--- src/rtl/window_max_ugt_pkg.sv ---
// Shared definitions for the windowed-maximum stage.
//   state_t        : stage state (ACCUM collecting samples, HOLD result presented)
//   WIDTH_DEFAULT  : default sample width in bits
//   idx_w()        : index/counter width for a given window length
package window_max_ugt_pkg;

    typedef enum logic {
        ACCUM = 1'b0,
        HOLD  = 1'b1
    } state_t;

    localparam int unsigned WIDTH_DEFAULT = 4;

    // clog2 with a floor of one bit so a counter always exists.
    function automatic int unsigned idx_w(input int unsigned n);
        return (n < 2) ? 1 : $clog2(n);
    endfunction

endpackage

--- src/rtl/window_max_ugt_if.sv ---
// Sample/result stream bundle for window_max_ugt.
//   I, I_valid, I_ready       : sample input handshake
//   O_max, O_idx, O_valid,
//   O_ready                   : window result handshake
// slave  : the windowed-maximum stage
// master : the environment driving samples and taking results
interface window_max_ugt_if
    import window_max_ugt_pkg::*;
#(
    parameter int unsigned WIDTH = WIDTH_DEFAULT,
    parameter int unsigned IDX_W = 3
);
    logic [WIDTH-1:0] I;
    logic             I_valid;
    logic             I_ready;
    logic [WIDTH-1:0] O_max;
    logic [IDX_W-1:0] O_idx;
    logic             O_valid;
    logic             O_ready;

    modport slave (
        input  I, I_valid, O_ready,
        output I_ready, O_max, O_idx, O_valid
    );

    modport master (
        output I, I_valid, O_ready,
        input  I_ready, O_max, O_idx, O_valid
    );
endinterface

--- src/rtl/window_max_ugt_ugt.sv ---
// WIDTH-bit unsigned strict greater-than comparator.
//   in0, in1 : unsigned operands
//   out      : 1 when in0 > in1 (no sign extension)
module window_max_ugt_ugt
    import window_max_ugt_pkg::*;
#(
    parameter int unsigned WIDTH = WIDTH_DEFAULT
) (
    input  logic [WIDTH-1:0] in0,
    input  logic [WIDTH-1:0] in1,
    output logic             out
);
    assign out = (in0 > in1);
endmodule

--- src/rtl/window_max_ugt.sv ---
// Streaming windowed maximum: emits the maximum of every WINDOW accepted
// samples together with the index of its first occurrence.
//   CLK        : rising-edge clock
//   ASYNCRESET : asynchronous active-high reset
//   bus        : sample input (I/I_valid/I_ready) and registered result
//                output (O_max/O_idx/O_valid/O_ready)
module window_max_ugt
    import window_max_ugt_pkg::*;
#(
    parameter int unsigned WIDTH  = WIDTH_DEFAULT,
    parameter int unsigned WINDOW = 8
) (
    input  logic             CLK,
    input  logic             ASYNCRESET,
    window_max_ugt_if.slave  bus
);
    localparam int unsigned IDX_W = idx_w(WINDOW);
    localparam logic [IDX_W-1:0] LAST = IDX_W'(WINDOW - 1);

    state_t           state_q, state_d;
    logic [IDX_W-1:0] count_q, count_d;
    logic [WIDTH-1:0] max_q, max_d;
    logic [IDX_W-1:0] idx_q, idx_d;
    logic             valid_q, valid_d;

    logic i_ready;
    logic accept;
    logic gt;

    // In HOLD the next window's first sample may enter on the same edge the
    // result is taken, so readiness follows the downstream.
    assign i_ready = (state_q == ACCUM) || bus.O_ready;
    assign accept  = bus.I_valid && i_ready;

    window_max_ugt_ugt #(
        .WIDTH (WIDTH)
    ) u_ugt (
        .in0 (bus.I),
        .in1 (max_q),
        .out (gt)
    );

    always_comb begin
        state_d = state_q;
        count_d = count_q;
        max_d   = max_q;
        idx_d   = idx_q;
        valid_d = valid_q;

        if (state_q == HOLD && bus.O_ready) begin
            state_d = ACCUM;
            valid_d = 1'b0;
        end

        if (accept) begin
            // count is 0 whenever HOLD is left, so an accept there loads element 0.
            if (count_q == '0) begin
                max_d = bus.I;
                idx_d = '0;
            end else if (gt) begin
                max_d = bus.I;
                idx_d = count_q;
            end

            if (count_q == LAST) begin
                count_d = '0;
                state_d = HOLD;
                valid_d = 1'b1;
            end else begin
                count_d = count_q + IDX_W'(1);
            end
        end
    end

    always_ff @(posedge CLK or posedge ASYNCRESET) begin
        if (ASYNCRESET) begin
            state_q <= ACCUM;
            count_q <= '0;
            max_q   <= '0;
            idx_q   <= '0;
            valid_q <= 1'b0;
        end else begin
            state_q <= state_d;
            count_q <= count_d;
            max_q   <= max_d;
            idx_q   <= idx_d;
            valid_q <= valid_d;
        end
    end

    assign bus.I_ready = i_ready;
    assign bus.O_max   = max_q;
    assign bus.O_idx   = idx_q;
    assign bus.O_valid = valid_q;
endmodule

--- src/flat_wrapper.sv ---
// flat-port wrapper written by rule: the top's interface ports become plain ports
module window_max_ugt_flat import window_max_ugt_pkg::*;
#(
    parameter int unsigned WIDTH  = WIDTH_DEFAULT,
    parameter int unsigned WINDOW = 8
)
  (CLK, ASYNCRESET, bus_I, bus_I_valid, bus_O_ready, bus_I_ready, bus_O_max, bus_O_idx, bus_O_valid);
  window_max_ugt_if #(.WIDTH(WIDTH)) bus_i ();
  input  logic CLK;
  input  logic ASYNCRESET;
  input wire logic [$bits(bus_i.I)-1:0] bus_I;
  input wire logic [$bits(bus_i.I_valid)-1:0] bus_I_valid;
  input wire logic [$bits(bus_i.O_ready)-1:0] bus_O_ready;
  output wire logic [$bits(bus_i.I_ready)-1:0] bus_I_ready;
  output wire logic [$bits(bus_i.O_max)-1:0] bus_O_max;
  output wire logic [$bits(bus_i.O_idx)-1:0] bus_O_idx;
  output wire logic [$bits(bus_i.O_valid)-1:0] bus_O_valid;
  assign bus_i.I = bus_I;
  assign bus_i.I_valid = bus_I_valid;
  assign bus_i.O_ready = bus_O_ready;
  assign bus_I_ready = bus_i.I_ready;
  assign bus_O_max = bus_i.O_max;
  assign bus_O_idx = bus_i.O_idx;
  assign bus_O_valid = bus_i.O_valid;
  window_max_ugt #(.WIDTH(WIDTH), .WINDOW(WINDOW)) u_core (.CLK(CLK), .ASYNCRESET(ASYNCRESET), .bus(bus_i));
endmodule
--- config.mk ---
export PLATFORM = sky130hd
export DESIGN_NAME = window_max_ugt_flat
export DESIGN_NICKNAME = d
export VERILOG_FILES = /design/src/rtl/window_max_ugt_pkg.sv /design/src/rtl/window_max_ugt_if.sv /design/src/rtl/window_max_ugt_ugt.sv /design/src/rtl/window_max_ugt.sv /design/src/flat_wrapper.sv
export SDC_FILE = /design/constraint.sdc
export NUM_CORES = 1
export LEC_CHECK = 0
export ABC_AREA = 1
export CAP_MARGIN = 20
export CORE_MARGIN = 1.5
export CORE_UTILIZATION = 42
export CTS_CLUSTER_DIAMETER = 40
export DETAILED_ROUTE_END_ITERATION = 7
export GPL_TIMING_DRIVEN = 0
export MAX_ROUTING_LAYER = met4
export PLACE_DENSITY = 0.71
export SETUP_SLACK_MARGIN = 0.05
export SYNTH_ARGS = -nofsm -noshare
export SYNTH_HDL_FRONTEND = slang
export SYNTH_SLANG_ARGS = --single-unit
export TNS_END_PERCENT = 50
--- constraint.sdc ---
create_clock -name CLK -period 1.2 [get_ports CLK]
set_input_delay 0.12 -clock CLK [delete_from_list [all_inputs] [get_ports CLK]]
set_output_delay 0.12 -clock CLK [all_outputs]
set_load 0.03 [all_outputs]
==> results of run 1 <==
-- worst max path at each step --
stage                        start                   to  depth (start not counted)
6_report       u_core.bus.O_max[2]  u_core.bus.O_idx[0]                         11
5_1_grt        u_core.bus.O_max[3]  u_core.bus.O_idx[0]                          9
4_1_cts        u_core.bus.O_max[2]  u_core.bus.O_idx[1]                         11
3_5_place_dp              bus_I[3]  u_core.bus.O_idx[1]                         11
3_3_place_gp              bus_I[3]  u_core.bus.O_idx[1]                         11
2_1_floorplan  u_core.bus.O_max[2]  u_core.bus.O_max[0]                         11
-- power by group --
part / internal, W / total [W] / switching, W
sequential: 0.000590 / 0.000713 / 0.000123
clock: 0.000129 / 0.000278 / 0.000148
combinational: 0.000532 / 0.00139 / 0.000856
total: 0.00125 / 0.00238 / 0.00113
-- per-stage QoR --
stage                     utilization (%)  hold WS, ns  TNS (ns)
after global placement               58.5        0.457     -2.84
after floorplan                         -      -0.0155     -1.33
final                                63.3        0.139     -1.28
after detailed placement             58.5        0.464     -3.05
after global routing                 63.3        0.224     -2.06
after CTS                            60.8        0.159     -1.22
-- placed cells by master, fill, tap and decap left out, drive strengths merged --
cell           Yosys  layout
a21oi              3       3
clkdlybuf4s15      0       4
dlygate4sd2        0       1
nand2             29      29
buf                1       2
clkdlybuf4s50      0       7
nand3              9       9
clkbuf             0       8
inv               14      14
dfrtp             12      12
ha                 7       7
o21ai              5       5
-- registers in the layout, summed over array words and instances (netlist names) --
signal	cells
u_core.bus.O_idx	3
u_core.bus.O_max	4
u_core.bus.O_valid	1
u_core.count_q	3
u_core.state_q	1
-- worst register-to-register path: cells and delay by family, from the launching register on --
kind,cells,cell delay [ns]
buffers and inverters,2,0.10
flip-flops,1,0.39
adder cells (fa/ha/maj),1,0.25
AND/OR/NAND/NOR,8,0.54
-- area by class of cell --
| type | instances | area, sq um |
|---|---|---|
| fillers | 132 | 553 |
| multi-input cells | 53 | 378 |
| flip-flops and latches | 12 | 304 |
| clock buffers | 4 | 26.3 |
| repair buffers | 17 | 153 |
| inverters | 14 | 57.6 |
| plain buffers | 1 | 15.0 |
| well taps | 16 | 20.0 |
-- repair_timing --
action                     4_1_cts  5_1_grt
cloned                           0        0
resized for setup               23       16
pin swaps                        0        8
setup endpoints to repair       16       12
setup buffers                    0        1
-- logic make-up (layout without fill, tap and decap cells) --
| family | count (synthesis) | count (layout) |
|---|---|---|
| buffers and inverters | 15 | 36 |
| DFF | 12 | 12 |
| adders and majority gates | 7 | 7 |
| and+or+nand+nor | 38 | 38 |
| AOI/OAI and AO/OA | 8 | 8 |
-- layer usage --
metal	up-vias	GRT usage, %	part of all wire, %
met5	-	-	0
met4	0	10.9	2.9
met3	5	2.55	4.1
met2	12	26.3	48
met1	268	18.5	45
li1	292	-	-
==> results.sh, run 1 <==
export IMPL_failed_checks="negative setup slack"
export IMPL_syn_area_per_cell_sq_um=8.52
export IMPL_synthAdderAreaFrac_pct=12.8
export IMPL_synth_warnings=0
export IMPL_portBuffers=16
export IMPL_synth_mux_area_fraction_pct=0
export IMPL_crit_required_ns=1.38
export IMPL_p_total_w=0.00238
export IMPL_synth_top_area_share_pct=44.0
export IMPL_cp_cell_sequence="inv_2, ha_4, nand2_2, inv_2, nand2_2, nand2_2, nand2_2, nand2_4, nand2_8, nand2_2, nand2_2"
export IMPL_synth_edf_count=0
export IMPL_worstPathMaxFanout=8
export IMPL_setup_ws_ns=-0.189
export IMPL_cts_tree="built"
export IMPL_cts_buffers=3
export IMPL_p_leak_nw=0.476
export IMPL_arrival_ns=1.57
export IMPL_synth_top_family_by_area="simple AND/OR/NAND/NOR gates"
export IMPL_finalSetupViolCount=7
export IMPL_fin_worst_skew_ns=0.00764
export IMPL_grt_max_degree=13
export IMPL_htree_num_levels=1
export IMPL_status="complete, but fails checks"
export IMPL_synth_top_flop_cell="dfrtp_1"
export IMPL_clkTransAtPathRegs_ns=0.08
export IMPL_yosysUniqueCellTypes=13
export IMPL_cts_path_max_buffers=2
export IMPL_design_area_sq_um=953
export IMPL_maxCapViolations=0
export IMPL_yosys_area_share_simple_pct=26.6
export IMPL_cts_root_buf="clkbuf_4"
export IMPL_gp_congestion=0.746
export IMPL_hp_class="input port to asynchronous set/reset pin"
export IMPL_wl_per_cell_microns=11.4
export IMPL_netlist_area_sq_um=682
export IMPL_drt_pass1_iter_count=3
export IMPL_syn_to_final_growth_pct=39.8
export IMPL_synth_nets=95
export IMPL_ant_nets=0
export IMPL_antenna_found_initial=0
export IMPL_critPathTopFamily="simple AND/OR/NAND/NOR gates"
export IMPL_worstSetupPathType="register to register"
export IMPL_startpoint_type="register"
export IMPL_grt_usage_pct=16.4
export IMPL_tightest_slew_ns=0.476
export IMPL_start_util_pct=45.3
export IMPL_seq_area_frac_synth_pct=44.0
export IMPL_dp_cells=112
export IMPL_synth_compound_area_share_pct=5.87
export IMPL_yosys_area_top_type="dfrtp_1"
export IMPL_drt_first_iter_violations=7
export IMPL_dieWidth_microns=43.3
export IMPL_hpwlAfterDp_microns=953
export IMPL_reg2reg_from="u_core.bus.O_max[2]"
export IMPL_fmax_mhz=720
export IMPL_synth_xor_area_share_pct=0
export IMPL_relSlewSlack_pct=68.3
export IMPL_synth_area_leaders="dfrtp_1, nand2_1, ha_1, nand3_1, inv_1"
export IMPL_rr_worst_depth=11
export IMPL_grt_ovfl_total=0
export IMPL_grt_pass1_vias=522
export IMPL_post_route_cells_drive_above_1_share_pct=36.6
export IMPL_regToRegSetupSlack_ns=-0.19
export IMPL_clock_sinks=12
export IMPL_min_period_over_period_pct=116
export IMPL_ys_async_sr_fraction_pct=100
export IMPL_core_area_sq_mm=0.00151
export IMPL_nets=117
export IMPL_rsz0062_at_grt="yes"
export IMPL_ys_ff_latch=12
export IMPL_place_ws_ns=-0.395
export IMPL_cpMostUsedCell="nand2_2"
export IMPL_cpMaxStageDelayCell="dfrtp_2"
export IMPL_slowest_delay_ns=0.39
export IMPL_drc=0
export IMPL_p_per_area_mw_per_mm2=2490
export IMPL_vias=577
export IMPL_worst_path_buf_inv=2
export IMPL_synthTopCellsByCount="nand2_1, dfrtp_1, inv_1, nand3_1, ha_1"
export IMPL_synthCells=80
export IMPL_hold_viol=0
export IMPL_grt_pass1_wl_microns=2130
export IMPL_dpl_cell_area_sq_um=881
export IMPL_viasPerCell=4.93
export IMPL_wirelength_microns=1330
export IMPL_dieHeight_microns=43.3
export IMPL_slew_viol_final=0
export IMPL_stdcell_count=117
export IMPL_yosysMostFrequentCell="nand2_1"
export IMPL_worstReg2RegEnd="u_core.bus.O_idx[0]"
export IMPL_std_cell_rows=14
export IMPL_clkLatencyLatePin_ns=0.29
export IMPL_vdd_drop_max_v=0.00114
export IMPL_ios=17
export IMPL_cts_hold_fix_buffers=0
export IMPL_end_kind="register"
export IMPL_min_period_ns=1.39
export IMPL_n_antenna_cell=0
export IMPL_die_area_sq_mm=0.00187
No activity file was read; power rests on OpenSTA's default activity.
==> run 2: changes to the inputs <==
- CORE_UTILIZATION: 42 -> 45
- PLACE_DENSITY: 0.71 -> 0.72
- clock period: 1.2 -> 1.55 ns (I/O delays scaled with it)
==> results.sh, run 2 (synthesis results as in run 1) <==
export IMPL_status="finished clean"
export IMPL_dpl_cell_area_sq_um=862
export IMPL_design_area_sq_um=961
export IMPL_fin_worst_skew_ns=0.00922
export IMPL_clock_sinks=12
export IMPL_critPathTopFamily="buffers and inverters"
export IMPL_dieHeight_microns=41.9
export IMPL_power_internal_w=0.000999
export IMPL_vias=580
export IMPL_drt_first_iter_violations=8
export IMPL_nets=117
export IMPL_ios=17
export IMPL_cts_buffers=3
export IMPL_layout_common_cells="nand2_1, dfrtp_1, inv_1, nand2_2, clkdlybuf4s50_1"
export IMPL_worstPathMaxFanout=2
export IMPL_cts_path_max_buffers=2
export IMPL_relSlewSlack_pct=68.0
export IMPL_cpMaxStageDelayCell="clkdlybuf4s50_1"
export IMPL_maxCapViolations=0
export IMPL_ant_nets=0
export IMPL_gp_congestion=0.718
export IMPL_start_util_pct=50.5
export IMPL_crit_required_ns=1.39
export IMPL_dp_cells=111
export IMPL_grt_pass1_wl_microns=2370
export IMPL_viasPerCell=5.00
export IMPL_die_area_sq_mm=0.00176
export IMPL_p_leak_nw=0.530
export IMPL_p_switching_w=0.000845
export IMPL_startpoint_type="register"
export IMPL_min_period_over_period_pct=93.9
export IMPL_post_route_cells_drive_above_1_share_pct=24.8
export IMPL_hp_class="input port to asynchronous set/reset pin"
export IMPL_stdcell_count=116
export IMPL_core_area_sq_mm=0.00135
export IMPL_dieWidth_microns=41.9
export IMPL_vdd_drop_max_v=0.000903
export IMPL_grt_max_degree=13
export IMPL_cts_root_buf="clkbuf_4"
export IMPL_tightest_slew_ns=0.480
export IMPL_finalSetupViolCount=0
export IMPL_final_common_cell="nand2_1"
export IMPL_end_kind="output pin"
export IMPL_hold_viol=0
export IMPL_wirelength_microns=1320
export IMPL_portBuffers=16
export IMPL_setup_tns_ns=0
export IMPL_worst_path_buf_inv=1
export IMPL_p_per_area_mw_per_mm2=1920
export IMPL_grt_ovfl_total=0
export IMPL_n_antenna_cell=0
export IMPL_clkLatencyLatePin_ns=0.27
export IMPL_cp_cell_sequence="clkdlybuf4s50_1"
export IMPL_slew_viol_final=0
export IMPL_p_seq_share_pct=29.6
export IMPL_fin_util_pct=71.2
export IMPL_grt_pass1_vias=563
export IMPL_clkPwrFrac_pct=10.9
export IMPL_hpwlAfterDp_microns=982
export IMPL_arrival_ns=1.30
export IMPL_num_fill_cells=109
export IMPL_combPwrFrac_pct=59.5
export IMPL_min_period_ns=1.46
export IMPL_drt_pass1_iter_count=2
export IMPL_syn_to_final_growth_pct=40.9
export IMPL_slowest_delay_ns=0.68
export IMPL_grt_usage_pct=18.3
export IMPL_swShare_pct=45.8
export IMPL_wl_per_cell_microns=11.4
export IMPL_largest_register_ffs=4
export IMPL_hold_slack_ns=0.189
export IMPL_fmax_mhz=687
export IMPL_htree_num_levels=1
export IMPL_drc=0
export IMPL_rsz0062_at_grt="yes"
export IMPL_worstSetupPathType="register to output pin"
export IMPL_std_cell_rows=13
export IMPL_antenna_found_initial=0
export IMPL_cts_tree="built"
export IMPL_regArea_sq_um=302
export IMPL_clkTransAtPathRegs_ns=0.08
export IMPL_multi_input_area_sq_um=363
[run 2: changes by cell type in the layout (fill, tap and decap cells not counted), moves of 2 or more]
| cell | before | now |
|---|---|---|
| dfrtp_2 | 3 | 1 |
| clkdlybuf4s50_1 | 7 | 10 |
| clkdlybuf4s15_2 | 3 | 0 |
| dlymetal6s2s_1 | 0 | 5 |
| dfrtp_1 | 9 | 11 |
| clkbuf_2 | 3 | 0 |
[run 2: timing repair]
| item | CTS | global route |
|---|---|---|
| hold buffers | 0 | 0 |
| resized for setup | 1 | 18 |
| pin swaps | 0 | 5 |
| setup buffers | 0 | 1 |
| setup endpoints to repair | 1 | 11 |
[run 2: power by group through the flow]
stage | Clock (W) | Combinational (W) | Sequential [W]
CTS | 0.000211 | 0.000989 | 0.000537
global placement | 0 | 0.000958 | 0.000538
detailed placement | 0 | 0.000989 | 0.000544
global route | 0.000225 | 0.00122 | 0.000564
finish | 0.000201 | 0.00110 | 0.000546
floorplan | 0 | 0.000480 | 0.000723
[run 2: layout make-up]
cell class                      instances  share of cell area, %
Buffer                                  1                   1.56
Clock buffer                            4                   2.73
Inverter                               14                   5.99
Multi-Input combinational cell         53                   37.8
Sequential cell                        12                   31.4
Tap cell                               15                   1.95
Timing Repair Buffer                   17                   18.6
[run 2: through the flow]
stage / total power, W / worst slack, ns
floorplan: 0.00120 / 0.0630
global placement: 0.00150 / -0.0510
detailed placement: 0.00153 / -0.0912
CTS: 0.00174 / 0.0653
global route: 0.00201 / 0.00592
finish: 0.00184 / 0.0939
[run 2: path summary, 6_finish.rpt]
path | start | endpoint | slack (ns) | cells after the start
worst min-delay path | ASYNCRESET | u_core.bus.O_max[2] | 0.19 | 2
max in group asynchronous | ASYNCRESET | u_core.bus.O_max[3] | 1.01 | 2
worst max-delay path | u_core.bus.O_idx[1] | bus_O_idx[1] | 0.09 | 1
worst min register to register | u_core.bus.O_idx[2] | u_core.bus.O_idx[2] | 0.48 | 2
worst max register to register | u_core.bus.O_max[1] | u_core.bus.O_max[0] | 0.11 | 11
min in group CLK | u_core.bus.O_idx[2] | u_core.bus.O_idx[2] | 0.48 | 2
[run 2: routing by layer]
layer	GRT usage [%]	vias up	part of all wire (%)
li1	-	297	-
met1	22.1	269	46
met2	29.4	10	49
met3	2.61	4	3.1
met4	9.68	0	2.2
met5	-	-	0
